**config.mk**
```make
export PLATFORM = sky130hd
export DESIGN_NAME = ps2_key_event_ctrl
export DESIGN_NICKNAME = d
export VERILOG_FILES = /design/src/rtl/ps2_ctrl_pkg.sv /design/src/rtl/ps2_event_fifo.sv /design/src/rtl/ps2_key_event_ctrl.sv
export SDC_FILE = /design/constraint.sdc
export NUM_CORES = 1
export LEC_CHECK = 0
export ABC_CLOCK_PERIOD_IN_PS = 2300
export CAP_MARGIN = 20
export CORE_MARGIN = 3
export CORE_UTILIZATION = 50
export CTS_CLUSTER_SIZE = 10
export DETAILED_ROUTE_END_ITERATION = 8
export PLACE_DENSITY = 0.8
export SLEW_MARGIN = 30
export SYNTH_ARGS = -nofsm -noshare
export SYNTH_HDL_FRONTEND = slang
export SYNTH_SLANG_ARGS = --single-unit
```
**constraint.sdc**
```tcl
create_clock -name CLK50MHZ -period 2.3 [get_ports CLK50MHZ]
set_input_delay 0.46 -clock CLK50MHZ [delete_from_list [all_inputs] [get_ports CLK50MHZ]]
set_output_delay 0.46 -clock CLK50MHZ [all_outputs]
set_load 0.02 [all_outputs]
```
**src/rtl/ps2_ctrl_pkg.sv**
```systemverilog
// Shared types and constants for the PS/2 key event controller.
package ps2_ctrl_pkg;

  typedef enum logic [2:0] {
    ST_IDLE,
    ST_GOT_E0,
    ST_GOT_F0,
    ST_GOT_E0F0,
    ST_SKIP
  } ps2_state_t;

  localparam logic [7:0] SC_E0      = 8'hE0;
  localparam logic [7:0] SC_F0      = 8'hF0;
  localparam logic [7:0] SC_E1      = 8'hE1;
  localparam logic [7:0] SC_ERR0    = 8'h00;
  localparam logic [7:0] SC_ERRF    = 8'hFF;
  localparam int         PAUSE_TAIL = 7;
  localparam logic [7:0] LED_RESET  = 8'h3C;

  typedef struct packed {
    logic [7:0] code;
    logic       ext;
    logic       brk;
  } ps2_event_t;

endpackage

```
**src/rtl/ps2_event_fifo.sv**
```systemverilog
// First-word-fall-through event FIFO; the head reads as zero while empty.
module ps2_event_fifo
  import ps2_ctrl_pkg::*;
#(
  parameter int FIFO_DEPTH = 4
) (
  input  logic                          CLK50MHZ,
  input  logic                          RST_N,
  input  logic                          push,
  input  ps2_event_t                    wdata,
  input  logic                          pop,
  output ps2_event_t                    rdata,
  output logic                          full,
  output logic                          empty,
  output logic [$clog2(FIFO_DEPTH):0]   count
);

  localparam int PTR_W = $clog2(FIFO_DEPTH);
  localparam int CNT_W = PTR_W + 1;

  ps2_event_t       mem [FIFO_DEPTH];
  logic [PTR_W-1:0] wr_ptr;
  logic [PTR_W-1:0] rd_ptr;
  logic             do_push;
  logic             do_pop;

  assign full  = (count == CNT_W'(FIFO_DEPTH));
  assign empty = (count == '0);

  // A full FIFO still accepts a write when the head leaves in the same cycle.
  assign do_pop  = pop && !empty;
  assign do_push = push && (!full || do_pop);

  assign rdata = empty ? '0 : mem[rd_ptr];

  always_ff @(posedge CLK50MHZ) begin
    if (do_push) mem[wr_ptr] <= wdata;
  end

  always_ff @(posedge CLK50MHZ or negedge RST_N) begin
    if (!RST_N) begin
      wr_ptr <= '0;
      rd_ptr <= '0;
      count  <= '0;
    end else begin
      if (do_push) wr_ptr <= wr_ptr + 1'b1;
      if (do_pop)  rd_ptr <= rd_ptr + 1'b1;
      case ({do_push, do_pop})
        2'b10:   count <= count + 1'b1;
        2'b01:   count <= count - 1'b1;
        default: count <= count;
      endcase
    end
  end

endmodule

```
**src/rtl/ps2_key_event_ctrl.sv**
```systemverilog
// Turns the PS/2 scancode byte stream into buffered make/break key events.
// Optional prefix timeout enabled by defining PS2_PREFIX_TIMEOUT_EN.
module ps2_key_event_ctrl
  import ps2_ctrl_pkg::*;
#(
  parameter int FIFO_DEPTH     = 4,
  parameter int TIMEOUT_CYCLES = 50000
) (
  input  logic       CLK50MHZ,
  input  logic       RST_N,
  input  logic [7:0] scancode,
  input  logic       scan_ready,
  output logic       ev_valid,
  input  logic       ev_ready,
  output logic [7:0] ev_code,
  output logic       ev_ext,
  output logic       ev_break,
  output logic [7:0] led,
  output logic       overflow,
  input  logic       clr_overflow
);

  localparam int CNT_W = $clog2(FIFO_DEPTH) + 1;

  ps2_state_t       state, state_nxt;
  logic [2:0]       skip_cnt, skip_nxt;
  logic             push;
  ps2_event_t       push_ev;
  logic             pop;
  ps2_event_t       head_ev;
  logic             fifo_full;
  logic             fifo_empty;
  logic [CNT_W-1:0] fifo_count;
  logic             push_ok;
  logic             drop;
  logic             timeout_hit;

`ifdef PS2_PREFIX_TIMEOUT_EN
  localparam int TO_W = $clog2(TIMEOUT_CYCLES + 1);
  logic [TO_W-1:0] to_cnt;

  assign timeout_hit = (state != ST_IDLE) && (to_cnt == TO_W'(TIMEOUT_CYCLES - 1));

  always_ff @(posedge CLK50MHZ or negedge RST_N) begin
    if (!RST_N)                                           to_cnt <= '0;
    else if (scan_ready || state == ST_IDLE || timeout_hit) to_cnt <= '0;
    else                                                  to_cnt <= to_cnt + 1'b1;
  end
`else
  assign timeout_hit = 1'b0;
`endif

  always_ff @(posedge CLK50MHZ or negedge RST_N) begin
    if (!RST_N) begin
      state    <= ST_IDLE;
      skip_cnt <= '0;
    end else begin
      state    <= state_nxt;
      skip_cnt <= skip_nxt;
    end
  end

  always_comb begin
    state_nxt = state;
    skip_nxt  = skip_cnt;
    push      = 1'b0;
    push_ev   = '0;
    if (scan_ready) begin
      case (state)
        ST_IDLE: begin
          if (scancode == SC_E0) begin
            state_nxt = ST_GOT_E0;
          end else if (scancode == SC_F0) begin
            state_nxt = ST_GOT_F0;
          end else if (scancode == SC_E1) begin
            state_nxt = ST_SKIP;
            skip_nxt  = 3'(PAUSE_TAIL);
          end else if (scancode != SC_ERR0 && scancode != SC_ERRF) begin
            push    = 1'b1;
            push_ev = '{code: scancode, ext: 1'b0, brk: 1'b0};
          end
        end
        ST_GOT_E0: begin
          if (scancode == SC_F0) begin
            state_nxt = ST_GOT_E0F0;
          end else if (scancode != SC_E0) begin
            push      = 1'b1;
            push_ev   = '{code: scancode, ext: 1'b1, brk: 1'b0};
            state_nxt = ST_IDLE;
          end
        end
        ST_GOT_F0: begin
          push      = 1'b1;
          push_ev   = '{code: scancode, ext: 1'b0, brk: 1'b1};
          state_nxt = ST_IDLE;
        end
        ST_GOT_E0F0: begin
          push      = 1'b1;
          push_ev   = '{code: scancode, ext: 1'b1, brk: 1'b1};
          state_nxt = ST_IDLE;
        end
        ST_SKIP: begin
          // Pause has no break code; the whole 8-byte sequence yields one event.
          if (skip_cnt == 3'd1) begin
            push      = 1'b1;
            push_ev   = '{code: SC_E1, ext: 1'b0, brk: 1'b0};
            state_nxt = ST_IDLE;
            skip_nxt  = '0;
          end else begin
            skip_nxt = skip_cnt - 1'b1;
          end
        end
        default: begin
          state_nxt = ST_IDLE;
          skip_nxt  = '0;
        end
      endcase
    end else if (timeout_hit) begin
      state_nxt = ST_IDLE;
      skip_nxt  = '0;
    end
  end

  assign pop      = ev_ready && !fifo_empty;
  assign drop     = push && (fifo_count == CNT_W'(FIFO_DEPTH)) && !pop;
  assign push_ok  = push && (!fifo_full || pop);

  ps2_event_fifo #(
    .FIFO_DEPTH (FIFO_DEPTH)
  ) u_fifo (
    .CLK50MHZ (CLK50MHZ),
    .RST_N    (RST_N),
    .push     (push),
    .wdata    (push_ev),
    .pop      (pop),
    .rdata    (head_ev),
    .full     (fifo_full),
    .empty    (fifo_empty),
    .count    (fifo_count)
  );

  assign ev_valid = !fifo_empty;
  assign ev_code  = head_ev.code;
  assign ev_ext   = head_ev.ext;
  assign ev_break = head_ev.brk;

  always_ff @(posedge CLK50MHZ or negedge RST_N) begin
    if (!RST_N) begin
      led      <= LED_RESET;
      overflow <= 1'b0;
    end else begin
      if (push_ok && !push_ev.brk) led <= push_ev.code;
      if (clr_overflow)            overflow <= 1'b0;
      else if (drop)               overflow <= 1'b1;
    end
  end

endmodule

```
==> results of run 1 <==
[power by group through the flow]
stage | Sequential (mW) | Clock (mW) | Combinational [mW]
3_3_place_gp | 1.56 | 0 | 1.65
6_report | 1.57 | 1.07 | 1.71
2_1_floorplan | 1.61 | 0 | 0.945
3_5_place_dp | 1.58 | 0 | 1.71
4_1_cts | 1.56 | 1.09 | 1.65
5_1_grt | 1.59 | 1.13 | 1.85
[state kept, by name (all words and copies together) (netlist names)]
| register | flops |
|---|---|
| overflow | 1 |
| led | 8 |
| state | 3 |
| u_fifo.mem | 40 |
| u_fifo.count | 3 |
| u_fifo.wr_ptr | 2 |
| skip_cnt | 3 |
| u_fifo.rd_ptr | 2 |
[per-stage QoR]
step / TNS (ps) / setup WS (ps) / util / total power [mW]
after floorplan: -808.1 / -458.7 / - / 2.553
after global placement: -28960 / -781.7 / 0.6503 / 3.217
after detailed placement: -31940 / -843.2 / 0.6503 / 3.290
after CTS: -322.6 / -235.7 / 0.6932 / 4.310
after global routing: -295.1 / -201.1 / 0.7017 / 4.565
final: -181.4 / -152.9 / 0.7017 / 4.337
[cells in the final DEF, fill, tap and decap left out, types with 3 or more instances in the layout]
master,netlist,routed
a21oi_1,4,3
and2_1,13,13
buf_2,0,10
buf_4,0,49
buf_6,0,3
clkbuf_2,0,3
clkbuf_8,0,11
clkdlybuf4s50_1,0,13
dfrtp_1,18,18
dfstp_2,4,4
edfxtp_1,40,40
ha_1,7,6
inv_1,18,17
mux2_4,3,3
mux2i_1,6,6
mux4_2,10,10
nand2_1,7,7
nand2b_1,3,3
nor2_1,17,17
nor3_1,4,4
o21ai_0,10,10
xnor2_1,3,3
xor2_1,3,3
[cell usage after synthesis (2+ instances only)]
cell / n
mux2_4: 3
nand3_1: 2
nand2b_1: 3
nor2b_1: 2
nand4b_1: 2
mux2i_1: 6
clkbuf_1: 5
o21ai_0: 10
edfxtp_1: 40
and3_1: 2
xnor2_1: 3
and2_1: 13
mux4_2: 10
nor2_1: 17
a22o_1: 2
dfstp_2: 4
inv_1: 18
dfrtp_1: 18
nor3_1: 4
nand2_1: 7
ha_1: 7
nand4_1: 2
o31ai_1: 2
nor3b_1: 2
a21oi_1: 4
xor2_1: 3
[path summary, 6_finish.rpt]
check | endpoint | cells past startpoint | from | slack (ps)
max in group asynchronous | led[3] | 2 | RST_N | 1550
hold / removal | led[7] | 2 | RST_N | 470
setup reg to reg | u_fifo.count[2] | 12 | skip_cnt[1] | -60
hold reg to reg | led[5] | 2 | led[5] | 470
min in group CLK50MHZ | led[5] | 2 | led[5] | 470
setup / recovery | u_fifo.count[2] | 11 | scancode[1] | -150
[metal layers]
| metal | track usage | routed length [um] | vias to the layer above |
|---|---|---|---|
| met5 | 0 | 0 | - |
| met4 | 0.1312 | 270 | 0 |
| met3 | 0.05531 | 298 | 24 |
| met2 | 0.3526 | 3297 | 66 |
| met1 | 0.2386 | 2554 | 961 |
| li1 | - | - | 954 |
[worst max-delay path, stage by stage]
cell	delay, ps
buf_6	90
or3_4	370
or2_4	240
a221o_2	370
o211ai_4	170
ha_2	210
inv_2	40
fa_2	330
xor2_1	140
nor2_1	140
xor2_1	140
[kinds of logic after synthesis]
kind of cell / share of synthesized area
simple gates: 0.1224
fa+ha+maj: 0.03705
compound gates: 0.06894
buf+inv: 0.03102
xor+xnor: 0.01810
flops: 0.6049
mux: 0.1176
[what timing repair did]
action                                  in CTS  in global routing
buffers inserted                             7                  2
pin swaps                                   11                 12
gates resized for setup                     60                 13
hold buffers                                 0                  0
gates cloned                                 0                  1
endpoints found under the setup margin      78                 56
[final cells by class]
| cell class | instances | area, um^2 |
|---|---|---|
| fillers | 391 | 1663 |
| multi-input cells | 125 | 1081 |
| inverters | 18 | 67.56 |
| well taps | 72 | 90.09 |
| flip-flops and latches | 62 | 1757 |
| clock inverters | 4 | 70.07 |
| clock buffers | 12 | 155.1 |
| repair buffers | 84 | 690.7 |
==> impl_metrics.csv, run 1 <==
group,metric,value,unit
route,vias,2005,
clocking,cts.path.max_buffers,2,
floorplan,die_area,6758,um^2
timing,fin_ws,-152.9,ps
route,vias_per_cell,5.318,
pwr,clkPwrFrac,0.246,
timing,hold-worst-slack,467.8,ps
route,drt-initial-drc-count,126,
critical_path,path_class,"input pin to register",
placement,gp_congestion,0.8586,
timing,worst_slew_pin_slew,359.2,ps
global_route,grt_pass1_vias,2081,
timing,hold_viol,0,
clocking,cts_tree,"yes",
timing,finalSetupViolCount,2,
floorplan,die_width,82.21,um
critical_path,cp.required,2560,ps
clocking,cts_root_buf,"clkbuf_8",
global_route,grt_max_degree,23,
finish,syn_to_final_growth,34.68,%
finish,final_nets,321,
pwr,intPower,2.986,mW
logic_synthesis,synth_edf_count,40,
outcome,violations,"setup timing",
global_route,grt_pass1_wl,10.06,mm
finish,diodes,0,
route,drc,0,
clocking,cts.clk_slew.worst_paths,60,ps
logic_synthesis,synth_area_leaders,"edfxtp_1, dfrtp_1, mux4_2",
pwr,pwr_density_cell,1109,nW/um^2
global_route,antenna_found_initial,0,
clocking,clock_latency,340,ps
clocking,ctsHtreeMaxLevel,3,
logic_synthesis,synth_ff_type,"edfxtp_1",
finish,drive_gt1_frac,0.3836,
pwr,power_frac_seq,0.361,
logic_synthesis,yosysTopAreaCellShare,0.4136,
placement,dp.final_hpwl,4.346,mm
clocking,cts.sinks,62,
timing,maxSlewViolCount,0,
run,drv_cap,0,
pwr,swShare,0.3116,
pwr,ir_drop,0.5518,mV
timing,rsz0062_at_grt,"yes",
logic_synthesis,synth-async-reset-ratio,0.3548,
logic_synthesis,avgSynthCellArea,13.76,um^2
logic_synthesis,synth_seq_cells,62,
floorplan,placementRows,27,
global_route,gr-total-overflow,0,
floorplan,ioPinCount,33,
critical_path,cp_data_arrival_time,2710,ps
pwr,power_leakage,1.625,nW
critical_path,cp-end-kind,"register",
logic_synthesis,syn_inst,211,
logic_synthesis,yosys.area.top_type,"edfxtp_1",
route,dr.pass1.iters,4,
logic_synthesis,synth_cell_types,46,
logic_synthesis,synth_nets,232,
pwr,pwr-share-comb,0.393,
route,wl,6.420,mm
logic_synthesis,yosysWarnings,0,
clocking,cts_made_buffers,9,
floorplan,start_util,0.5210,
global_route,grtUsageTotal,0.2105,
placement,placed_cells,351,
floorplan,core,5574,um^2
pwr,power_switching,1.351,mW
placement,io_buffers,32,
timing,post-route-min-period,2453,ps
finish,final_cells,377,
placement,placed_cell_area,3625,um^2
floorplan,chipHeight,82.21,um
outcome,status,"finished with violations",
hold_path,worstHoldPathType,"input pin to async pin",
route,routedWlPerCell,17.03,um
logic_synthesis,ys_seq_area_frac,0.6049,
timing,slew_headroom,0.7585,
route,ant_nets,0,
critical_path,cp_max_fo,2,
timing,fmax,0.4077,GHz
timing,finClkSkew,6.897,ps
critical_path,start_kind,"input pin",
finish,design_area,3911,um^2
logic_synthesis,netlist_area,2904,um^2
timing,timing.final.crit_share,1.066,
Note: power is estimated with default switching activity, not from simulation.
==> run 2, diff against run 1 <==
--- a/config.mk
+++ b/config.mk
@@ -11,6 +11,7 @@
 export CORE_UTILIZATION = 50
 export CTS_CLUSTER_SIZE = 10
 export DETAILED_ROUTE_END_ITERATION = 8
+export MAX_ROUTING_LAYER = met4
 export PLACE_DENSITY = 0.8
 export SLEW_MARGIN = 30
 export SYNTH_ARGS = -nofsm -noshare
==> impl_metrics.csv, run 2 (synthesis results as in run 1) <==
group,metric,value,unit
floorplan,core,5574,um^2
timing,rsz0062_at_grt,"yes",
clocking,cts_made_buffers,9,
critical_path,cp_data_arrival_time,2720,ps
placement,gp_congestion,0.8723,
critical_path,cp-end-kind,"register",
global_route,grt_pass1_wl,10.06,mm
pwr,ir_drop,0.5513,mV
finish,diodes,0,
finish,layout_common_cells,"buf_4, edfxtp_1, dfrtp_1",
timing,fmax,0.4077,GHz
pwr,pwr_density_cell,1109,nW/um^2
hold_path,worstHoldPathType,"input pin to async pin",
timing,post-route-min-period,2453,ps
critical_path,cp_max_fo,2,
critical_path,reg2regPathDepth,12,
timing,hold_viol,0,
critical_path,cp.required,2560,ps
timing,finalSetupViolCount,2,
finish,top_regs,"u_fifo.mem x40, led x8",
clocking,clock_latency,340,ps
finish,multi_input_area,1081,um^2
finish,final_common_cell,"buf_4",
critical_path,start_kind,"input pin",
clocking,cts.path.max_buffers,2,
floorplan,die_width,82.21,um
route,drt-initial-drc-count,112,
timing,finClkSkew,7.899,ps
clocking,cts_root_buf,"clkbuf_8",
timing,maxSlewViolCount,0,
floorplan,start_util,0.5210,
timing,hold-worst-slack,467.3,ps
floorplan,die_area,6758,um^2
clocking,cts.clk_slew.worst_paths,60,ps
finish,syn_to_final_growth,34.68,%
timing,worst_slew_pin_slew,362.5,ps
finish,num-fill-cells,391,
pwr,power_leakage,1.625,nW
timing,slew_headroom,0.7565,
timing,fin_ws,-152.5,ps
placement,io_buffers,32,
finish,drive_gt1_frac,0.3836,
route,ant_nets,0,
clocking,cts_hold_buf,0,
global_route,grtUsageTotal,0.2168,
global_route,grt_max_degree,23,
finish,regArea,1757,um^2
global_route,grt_pass1_vias,2080,
floorplan,placementRows,27,
outcome,status,"finished with violations",
route,vias,1996,
global_route,antenna_found_initial,0,
floorplan,chipHeight,82.21,um
global_route,gr-total-overflow,0,
route,routedWlPerCell,16.94,um
route,wl,6.387,mm
clocking,ctsHtreeMaxLevel,3,
timing,timing.final.crit_share,1.066,
floorplan,ioPinCount,33,
route,drc,0,
outcome,violations,"setup timing",
route,dr.pass1.iters,4,
placement,dp.final_hpwl,4.346,mm
finish,largest_reg_flops,40,
finish,regMostFlops,"u_fifo.mem",
run,drv_cap,0,
critical_path,path_class,"input pin to register",
clocking,cts_tree,"yes",
route,vias_per_cell,5.294,
finish,final_nets,321,
pwr,p_total,4.339,mW
clocking,cts.sinks,62,
==> run 2: final timing paths <==
| path | startpoint | endpoint | slack [ps] |
|---|---|---|---|
| setup / recovery | scancode[1] | u_fifo.count[2] | -150 |
| hold / removal | RST_N | led[7] | 470 |
| setup reg to reg | skip_cnt[1] | u_fifo.count[2] | -60 |
| hold reg to reg | led[5] | led[5] | 470 |
| max in group asynchronous | RST_N | led[3] | 1550 |
| min in group CLK50MHZ | led[5] | led[5] | 470 |
==> run 2: where the power goes <==
part / total, mW / leakage (nW) / internal, mW / switching [mW]
clock network: 1.07 / 0.116 / 0.666 / 0.402
registers: 1.56 / 0.636 / 1.45 / 0.110
logic: 1.71 / 0.873 / 0.865 / 0.841
total: 4.34 / 1.63 / 2.99 / 1.35
==> run 2: cell type report <==
class                      count  area share
multi-input combinational    125      0.2764
inverter                      18     0.01727
clock buffer                  12     0.03967
tap                           72     0.02303
timing repair buffer          84      0.1766
sequential                    62      0.4491
clock inverter                 4     0.01791
==> run 2: per-layer routing <==
layer / up-vias / global-route usage / part of all wire
met3: 19 / 0.05206 / 0.049
met2: 60 / 0.3526 / 0.52
li1: 950 / - / -
met1: 967 / 0.2415 / 0.40
met5: - / - / 0
met4: 0 / 0.1312 / 0.035
==> run 2: critical path: stages <==
cell and delay (ps):
buf_6 90, or3_4 370, or2_4 240, a221o_2 370, o211ai_4 170, ha_2 210, inv_2 40, fa_2 330
xor2_1 140, nor2_1 140, xor2_1 140
==> run 2: what timing repair did <==
item,CTS,global route
setup endpoints to repair,78,56
setup buffers,7,2
gates cloned,0,1
gates resized for setup,60,13
pin swaps,11,12
==> run 2: per-stage QoR <==
step,worst slack (ps),util,setup TNS (ps),std cells,area [um^2]
after global routing,-201.1,0.7017,-295.4,377,3911
after CTS,-235.7,0.6932,-322.6,374,3864
after floorplan,-458.7,-,-808.1,211,2909
final,-152.5,0.7017,-181.7,377,3911
after detailed placement,-843.2,0.6503,-31940,351,3625
after global placement,-781.7,0.6503,-28960,351,3625
==> run 3, diff against run 2 <==
--- a/config.mk
+++ b/config.mk
@@ -7,6 +7,7 @@
 export LEC_CHECK = 0
 export ABC_CLOCK_PERIOD_IN_PS = 2300
 export CAP_MARGIN = 20
+export CORE_ASPECT_RATIO = 0.9
 export CORE_MARGIN = 3
 export CORE_UTILIZATION = 50
 export CTS_CLUSTER_SIZE = 10
==> impl_metrics.csv, run 3 (synthesis results as in run 1) <==
group,metric,value,unit
critical_path,cp-end-kind,"register",
critical_path,cp_data_arrival_time,2720,ps
route,drt-initial-drc-count,94,
finish,diodes,0,
critical_path,cp.required,2550,ps
finish,largest_reg_flops,40,
timing,post-route-min-period,2463,ps
route,routedWlPerCell,17.37,um
clocking,cts.clk_slew.worst_paths,70,ps
placement,placed_cell_area,3608,um^2
critical_path,cp_slowest_cell,"or3_4",
finish,num-fill-cells,362,
outcome,violations,"setup timing",
critical_path,cp_max_fo,3,
clocking,cts.sinks,62,
timing,timing.final.crit_share,1.071,
route,vias,2008,
route,drc,0,
clocking,cts_hold_buf,0,
clocking,cts.path.max_buffers,2,
finish,final_common_cell,"buf_4",
timing,fin_setup_tns,-196.6,ps
global_route,grtUsageTotal,0.2151,
floorplan,placementRows,25,
placement,dp.final_hpwl,4.360,mm
placement,dp_slack,-866.3,ps
timing,fin_ws,-163.4,ps
clocking,ctsHtreeMaxLevel,3,
global_route,grt_max_degree,23,
run,drv_cap,0,
timing,slew_headroom,0.7191,
timing,finalSetupViolCount,2,
finish,syn_to_final_growth,35.50,%
floorplan,start_util,0.5336,
route,wl,6.411,mm
floorplan,core,5443,um^2
finish,regMostFlops,"u_fifo.mem",
finish,top_regs,"u_fifo.mem x40, led x8",
global_route,grt_pass1_wl,10.43,mm
clocking,cts_made_buffers,9,
floorplan,ioPinCount,33,
floorplan,die_area,6760,um^2
clocking,clock_latency,330,ps
global_route,grt_pass1_vias,2125,
global_route,gr-total-overflow,0,
critical_path,slowest_delay,380,ps
route,dr.pass1.iters,4,
pwr,pwr_density_cell,1128,nW/um^2
timing,maxSlewViolCount,0,
global_route,antenna_found_initial,0,
critical_path,start_kind,"input pin",
outcome,status,"finished with violations",
floorplan,die_width,86.34,um
finish,drive_gt1_frac,0.3940,
timing,finClkSkew,7.021,ps
placement,gp_congestion,0.8841,
timing,hold_viol,0,
clocking,cts_root_buf,"clkbuf_8",
placement,io_buffers,32,
timing,rsz0062_at_grt,"yes",
timing,worst_slew_pin_slew,417.0,ps
finish,layout_common_cells,"buf_4, edfxtp_1, inv_1, dfrtp_1",
route,vias_per_cell,5.442,
route,ant_nets,0,
hold_path,worstHoldPathType,"input pin to async pin",
critical_path,path_class,"input pin to register",
critical_path,path_cells,"buf_6, or3_4, or2_4, a221o_2, o211ai_4, ha_2, inv_2, fa_2, xor2_1, nor2_1, xor2_1",
clocking,cts_tree,"yes",
critical_path,r2r_slack,-60,ps
timing,fmax,0.4059,GHz
pwr,ir_drop,0.7410,mV
pwr,power_leakage,1.616,nW
finish,final_nets,318,
finish,design_area,3935,um^2
floorplan,chipHeight,78.30,um
critical_path,path_common_cell,"xor2_1",
## run 3: changes by cell type in the layout (fill, tap and decap cells not counted), moves of 2 or more
cell,previous run,this run
clkinv_2,2,0
buf_2,10,12
nor2_1,17,13
clkbuf_8,11,9
clkdlybuf4s15_1,2,0
nor2_4,0,4
buf_4,49,45
## run 3: area by class of cell
type / instances / area [um^2] / share of cell area
Clock inverter: 6 / 110.1 / 0.02798
Sequential cell: 62 / 1758 / 0.4467
Tap cell: 67 / 83.83 / 0.02130
Timing Repair Buffer: 81 / 676.9 / 0.1720
Inverter: 18 / 67.56 / 0.01717
Multi-Input combinational cell: 125 / 1111 / 0.2824
Clock buffer: 10 / 127.6 / 0.03243
## run 3: metrics by stage
step / utilization / cells / hold slack [ps] / power (mW)
4_1_cts: 0.7163 / 366 / 475.4 / 4.437
3_3_place_gp: 0.6630 / 343 / 461.4 / 3.211
2_1_floorplan: - / 211 / 164.4 / 2.553
6_report: 0.7230 / 369 / 475.9 / 4.439
3_5_place_dp: 0.6630 / 343 / 468.3 / 3.280
5_1_grt: 0.7230 / 369 / 481.1 / 4.684
## run 3: routing by layer
| metal | global-route usage | share of wire | vias to the layer above | wire [um] |
|---|---|---|---|---|
| met1 | 0.2500 | 0.41 | 976 | 2633 |
| li1 | - | - | 944 | - |
| met4 | 0.07321 | 0.014 | 0 | 92 |
| met3 | 0.06716 | 0.050 | 10 | 321 |
| met5 | - | 0 | - | 0 |
| met2 | 0.3547 | 0.52 | 78 | 3363 |
## run 3: worst paths after layout
check                                start               to  cells past startpoint
setup / recovery               scancode[2]  u_fifo.count[2]                     11
hold / removal                       RST_N           led[7]                      2
setup reg to reg               skip_cnt[0]  u_fifo.count[2]                     11
hold reg to reg            u_fifo.count[2]  u_fifo.count[2]                      1
max in group asynchronous            RST_N           led[2]                      2
min in group CLK50MHZ      u_fifo.count[2]  u_fifo.count[2]                      1
## run 3: repair_timing
item | in CTS | in global routing
buffers inserted | 6 | 3
setup endpoints to repair | 72 | 49
gates cloned | 1 | 0
gates resized for setup | 71 | 13
pin swaps | 12 | 11
## run 3: critical path, delay by kind of cell
family / cells / cell delay, ps
XOR/XNOR: 2 / 300
AO/OA/AOI/OAI: 2 / 550
buffers and inverters: 2 / 130
AND/OR/NAND/NOR: 3 / 740
adder cells (fa/ha/maj): 2 / 550
## run 3: report_power, final
part           internal [mW]  switching (mW)
Combinational          0.882           0.859
Sequential              1.46           0.114
Clock                  0.718           0.410
